<file path="src/rtl/clk_meas_pkg.sv">
// ---------------------------------------------------------------------------
// clk_meas_pkg
// Shared types and defaults for the clock period meter.
//   meas_state_t        - acquisition/lock state of the meter FSM
//   DEFAULT_SYNC_STAGES - default depth of the sig_in synchronizer
// ---------------------------------------------------------------------------
package clk_meas_pkg;

    typedef enum logic [2:0] {
        HUNT,
        ACQ1,
        ACQ2,
        LOCK_WAIT,
        LOCKED
    } meas_state_t;

    localparam int DEFAULT_SYNC_STAGES = 2;

endpackage : clk_meas_pkg

</file>
<file path="src/rtl/bit_sync.sv">
// ---------------------------------------------------------------------------
// bit_sync
// Multi-flop synchronizer for a single asynchronous bit.
//   clock_in : destination clock
//   reset    : asynchronous, active-high; clears the whole chain to 0
//   d        : asynchronous input bit
//   q        : synchronized output (STAGES clock_in cycles of latency)
// ---------------------------------------------------------------------------
module bit_sync #(
    parameter int STAGES = 2
) (
    input  logic clock_in,
    input  logic reset,
    input  logic d,
    output logic q
);

    logic [STAGES-1:0] chain;

    // NOTE: clocked state is always assigned with <= so every flop samples
    // the pre-edge value of its neighbour; with = the chain would collapse.
    always_ff @(posedge clock_in or posedge reset) begin
        if (reset) begin
            chain <= '0;
        end else begin
            chain <= {chain[STAGES-2:0], d};
        end
    end

    assign q = chain[STAGES-1];

endmodule : bit_sync

</file>
<file path="src/rtl/clk_period_meter.sv">
// ---------------------------------------------------------------------------
// clk_period_meter
// Measures high phase, low phase and period of a slow square wave in
// reference clock cycles, with lock and loss-of-signal indication.
//   clock_in    : reference clock, rising edge
//   reset       : asynchronous, active-high
//   sig_in      : measured signal, asynchronous to clock_in
//   high_cycles : length of the last complete high phase
//   low_cycles  : length of the last complete low phase
//   period      : high_cycles + low_cycles
//   valid       : one-cycle pulse when the measurement outputs update
//   locked      : measurements reflect complete phases
//   timeout     : no edge seen for TIMEOUT cycles, held until next edge
// ---------------------------------------------------------------------------
module clk_period_meter
    import clk_meas_pkg::*;
#(
    parameter int CNT_W       = 16,
    parameter int TIMEOUT     = 65535,
    parameter int SYNC_STAGES = DEFAULT_SYNC_STAGES
) (
    input  logic             clock_in,
    input  logic             reset,
    input  logic             sig_in,
    output logic [CNT_W-1:0] high_cycles,
    output logic [CNT_W-1:0] low_cycles,
    output logic [CNT_W:0]   period,
    output logic             valid,
    output logic             locked,
    output logic             timeout
);

    // Saturation value of the phase counter; reaching it with no edge
    // means TIMEOUT edge-free cycles have elapsed.
    localparam logic [CNT_W-1:0] CNT_MAX = CNT_W'(TIMEOUT - 1);

    logic             s;
    logic             s_d;
    logic             rise;
    logic             fall;
    logic             sig_edge;
    logic [CNT_W-1:0] cnt;
    logic [CNT_W-1:0] phase_len;
    logic             timeout_hit;

    meas_state_t      state;
    meas_state_t      state_next;
    logic             store;
    logic             publish;

    // ---------------- input path ----------------
    bit_sync #(
        .STAGES (SYNC_STAGES)
    ) u_sync (
        .clock_in (clock_in),
        .reset    (reset),
        .d        (sig_in),
        .q        (s)
    );

    always_ff @(posedge clock_in or posedge reset) begin
        if (reset) begin
            s_d <= 1'b0;
        end else begin
            s_d <= s;
        end
    end

    assign rise     = s & ~s_d;
    assign fall     = ~s & s_d;
    assign sig_edge = rise | fall;

    // ---------------- phase counter ----------------
    // Counts cycles since the last edge; holds at CNT_MAX instead of
    // wrapping so a dead input cannot alias to a short phase.
    always_ff @(posedge clock_in or posedge reset) begin
        if (reset) begin
            cnt <= '0;
        end else if (sig_edge) begin
            cnt <= '0;
        end else if (cnt != CNT_MAX) begin
            cnt <= cnt + 1'b1;
        end
    end

    // The edge cycle itself belongs to the phase that is ending.
    assign phase_len = cnt + 1'b1;

    // In HUNT there is nothing to lose; an edge in the same cycle wins.
    assign timeout_hit = (state != HUNT) && !sig_edge && (cnt == CNT_MAX);

    // ---------------- FSM ----------------
    always_ff @(posedge clock_in or posedge reset) begin
        if (reset) begin
            state <= HUNT;
        end else begin
            state <= state_next;
        end
    end

    // NOTE: every signal driven here gets a default first, so no path
    // through the case leaves it unassigned and no latch is inferred.
    always_comb begin
        state_next = state;
        store      = 1'b0;
        publish    = 1'b0;

        case (state)
            HUNT: begin
                if (sig_edge) state_next = ACQ1;
            end
            ACQ1: begin
                if (sig_edge) state_next = ACQ2;
            end
            ACQ2: begin
                if (sig_edge) begin
                    store      = 1'b1;
                    state_next = LOCK_WAIT;
                end
            end
            LOCK_WAIT: begin
                if (sig_edge) begin
                    store      = 1'b1;
                    publish    = 1'b1;
                    state_next = LOCKED;
                end
            end
            LOCKED: begin
                if (sig_edge) begin
                    store   = 1'b1;
                    publish = 1'b1;
                end
            end
            default: state_next = HUNT;
        endcase

        if (timeout_hit) state_next = HUNT;
    end

    // ---------------- capture and status registers ----------------
    always_ff @(posedge clock_in or posedge reset) begin
        if (reset) begin
            high_cycles <= '0;
            low_cycles  <= '0;
            period      <= '0;
            valid       <= 1'b0;
            locked      <= 1'b0;
            timeout     <= 1'b0;
        end else if (timeout_hit) begin
            high_cycles <= '0;
            low_cycles  <= '0;
            period      <= '0;
            valid       <= 1'b0;
            locked      <= 1'b0;
            timeout     <= 1'b1;
        end else begin
            valid <= publish;
            if (sig_edge) timeout <= 1'b0;
            if (publish)  locked  <= 1'b1;
            if (store) begin
                // A fall ends a high phase, a rise ends a low phase; period
                // pairs the fresh phase with the opposite held one.
                if (fall) begin
                    high_cycles <= phase_len;
                    period      <= {1'b0, phase_len} + {1'b0, low_cycles};
                end else if (rise) begin
                    low_cycles  <= phase_len;
                    period      <= {1'b0, phase_len} + {1'b0, high_cycles};
                end
            end
        end
    end

endmodule : clk_period_meter

</file>
<file path="config.mk">
export PLATFORM = sky130hd
export DESIGN_NAME = clk_period_meter
export DESIGN_NICKNAME = d
export VERILOG_FILES = /design/src/rtl/clk_meas_pkg.sv /design/src/rtl/bit_sync.sv /design/src/rtl/clk_period_meter.sv
export SDC_FILE = /design/constraint.sdc
export NUM_CORES = 1
export LEC_CHECK = 0
export ABC_AREA = 1
export CORE_MARGIN = 8
export CORE_UTILIZATION = 51
export DETAILED_ROUTE_END_ITERATION = 8
export PLACE_DENSITY_LB_ADDON = 0.08
export SLEW_MARGIN = 20
export SYNTH_ARGS = -nofsm -noshare
export SYNTH_HDL_FRONTEND = slang
export SYNTH_SLANG_ARGS = --single-unit
</file>
<file path="constraint.sdc">
create_clock -name clock_in -period 2.2 [get_ports clock_in]
set_input_delay 0.44 -clock clock_in [delete_from_list [all_inputs] [get_ports clock_in]]
set_output_delay 0.44 -clock clock_in [all_outputs]
set_load 0.005 [all_outputs]
</file>
==> results.cfg <==
[outcome]
status = finished with violations
violations = setup timing

[cells_and_area]
area_growth_pct = 46.0
fill_cells = 630
stdcell_count = 886
antennaDiodeCount = 0
drive_above_1_share = 0.299
final_util = 0.768
nets = 798

[sta]
fmax_ghz = 0.409
fin_worst_skew_ns = 0.0155
hold_viol_final = 0
slew_headroom = 0.543
period_minus_slack_ns = 2.44
fin_ws_ns = -0.243
min_period_over_period = 1.11
finalSetupViolCount = 12
holdWs_ns = 0.365
report.final.slew_viol_count = 0
rsz0062_at_grt = true
worstMarginPinSlew_ns = 0.682

[critical_path]
worstPathArrival_ns = 2.70
required_ns = 2.46
crit_slowest_cell = dfrtp_1
r2r-end = period[14]
regToRegSetupSlack_ns = -0.24
cp-end-kind = register
critPathMostFrequentCell = nand2_1
worstPathCellList = nand2_1 -> nor2_2 -> nand2_1 -> nor2_4 -> xnor2_2 -> inv_2 -> ha_4 -> nand2_1 -> inv_1 -> nand2_1 -> nand2_1 -> a21oi_2 -> nand3_1 -> nand3_2 -> nand2_1
r2r_cells = 15
r2r_start = cnt[4]
crit_path_max_incr_delay_ns = 0.42
cp_max_fo = 4
start_kind = register
path_class = reg -> reg

[logic_synthesis]
synth-edff-count = 0
ys_async_sr_fraction = 1.00
synth_most_common_cell = nand2_1
ys.flop_type = dfrtp_1
synth_area_um2 = 4610
synth_area_leaders = dfrtp_1 40%, nand2_1 18%, inv_1 5.7%, ha_1 5.4%, nand3_1 5.4%
synth_fp_nets = 658
synth.top_cell.area_share = 0.402
ys_seq_area_frac = 0.402
synth_area_leader_cell = dfrtp_1
synthTopCellsByCount = 226 x nand2_1, 74 x dfrtp_1, 70 x inv_1, 62 x nor2_1, 50 x nand3_1
synth.avg_cell_area_um2 = 7.27
yosysUniqueCellTypes = 36
yosys_warnings = 0
synth_seq_cells = 74
netlist_instances = 634

[drt]
wire_per_inst_um = 17.7
drtIter0Drc = 353
drc = 0
vias = 4821
routed_wl_mm = 15.7
antenna_left = 0
routed_via_density = 5.44
firstDrtPassIters = 7

[clock_network]
clock_latency_ns = 0.37
cts_max_level = 3
root_buffer = clkbuf_8
hold_buffers = 0
cts.sinks = 74
clk_pin_slew_ns = 0.09
cts_buffer_depth = 2
cts_tree = yes
cts_buffers = 9

[global_routing]
antenna_found_initial = 0
gr-total-overflow = 0
grt_usage = 0.243
grt_pass1_wl_mm = 24.6
grt_pass1_vias = 4779
grt_max_degree = 75

[place]
dp.cells = 851
hpwl_mm = 10.6
place.gp.congestion = 0.998
io_buffer_count = 54

[power]
p_leak_nw = 3.52
power_density_nw_per_um2 = 719
ir_drop_uv = 571

[floorplanning]
initial_utilization = 0.526
core_um2 = 8760
die_w_um = 111
num_io_pins = 55
num_rows = 34
die_h_um = 111
die_area_um2 = 12300

[hold_path]
hp-class = reg -> reg
hp-start = u_sync.chain[0]
hold_depth = 0
min_to = u_sync.chain[1]

[run]
drv_cap = 0
==> worst max-delay path: cells and delay by family, from the launching register on <==
kind            cells  cell delay (ns)
simple gates       10             1.12
flops               1             0.42
fa+ha+maj           1             0.27
buf+inv             2             0.16
compound gates      1             0.20
xor+xnor            1             0.15
==> logic make-up after synthesis <==
group,after synthesis,share of synthesized area
AOI/OAI and AO/OA,60,0.0795
adders and majority gates,21,0.0586
buffers and inverters,91,0.0803
and+or+nand+nor,375,0.354
DFF,74,0.402
xor gates and xnor gates,13,0.0263
==> layout make-up <==
class	instances	area [um2]	share of cell area
Inverter	71	283	0.0420
Timing Repair Buffer	149	1310	0.194
Multi-Input combinational cell	469	2940	0.436
Clock inverter	4	76.3	0.0113
Clock buffer	11	141	0.0210
Sequential cell	74	1850	0.275
Tap cell	108	135	0.0201
==> metal layers <==
metal,vias to the layer above,wire [um],track usage
li1,2278,-,-
met1,2287,6590,0.304
met2,202,7490,0.393
met3,54,966,0.0552
met4,0,642,0.0996
met5,-,0,0
==> flip-flops by register name, summed over array words and instances, names as in the netlist <==
signal        cells
state             3
low_cycles       16
period           17
high_cycles      16
valid             1
timeout           1
u_sync.chain      2
cnt              16
locked            1
s_d               1
==> how the worst max path moves through the flow <==
stage	from	endpoint	slack (ns)	cells after the start
finish	cnt[4]	period[14]	-0.24	15
global route	cnt[4]	period[14]	-0.36	15
CTS	cnt[1]	period[7]	-0.04	12
detailed placement	u_sync.chain[1]	period[14]	-0.24	16
global placement	u_sync.chain[1]	period[14]	-0.20	16
floorplan	u_sync.chain[1]	period[12]	-0.003	17
==> placed cells by master (no fill, tap or decap), types with 11 or more instances in the layout <==
cell type          n
nand3_1           42
buf_4             86
clkdlybuf4s50_1   54
nand2_2           27
o21ai_0           25
ha_4              12
dfrtp_1           74
nand2_1          197
o211ai_1          11
inv_1             58
nand3_2           15
nor2_1            51
==> stage by stage <==
stage | setup TNS, ns | instance area [um2] | setup slack (ns) | power [mW]
floorplan | -0.00303 | 4650 | -0.00303 | 2.60
global placement | -1.50 | 5800 | -0.201 | 3.42
detailed placement | -2.05 | 5800 | -0.238 | 3.46
CTS | -0.111 | 6450 | -0.0377 | 4.80
global route | -3.00 | 6730 | -0.361 | 5.10
finish | -1.47 | 6730 | -0.243 | 4.84
==> where the power goes <==
group | internal [mW] | leakage, nW | switching, mW
sequential | 1.62 | 0.982 | 0.231
clock | 0.666 | 0.106 | 0.545
combinational | 0.899 | 2.43 | 0.887
==> what timing repair did <==
action / CTS / global route
buffers inserted: 13 / 7
resized for setup: 81 / 46
pin swaps: 29 / 25
endpoints found under the setup margin: 14 / 15
Power figures use the tool's default switching activity.
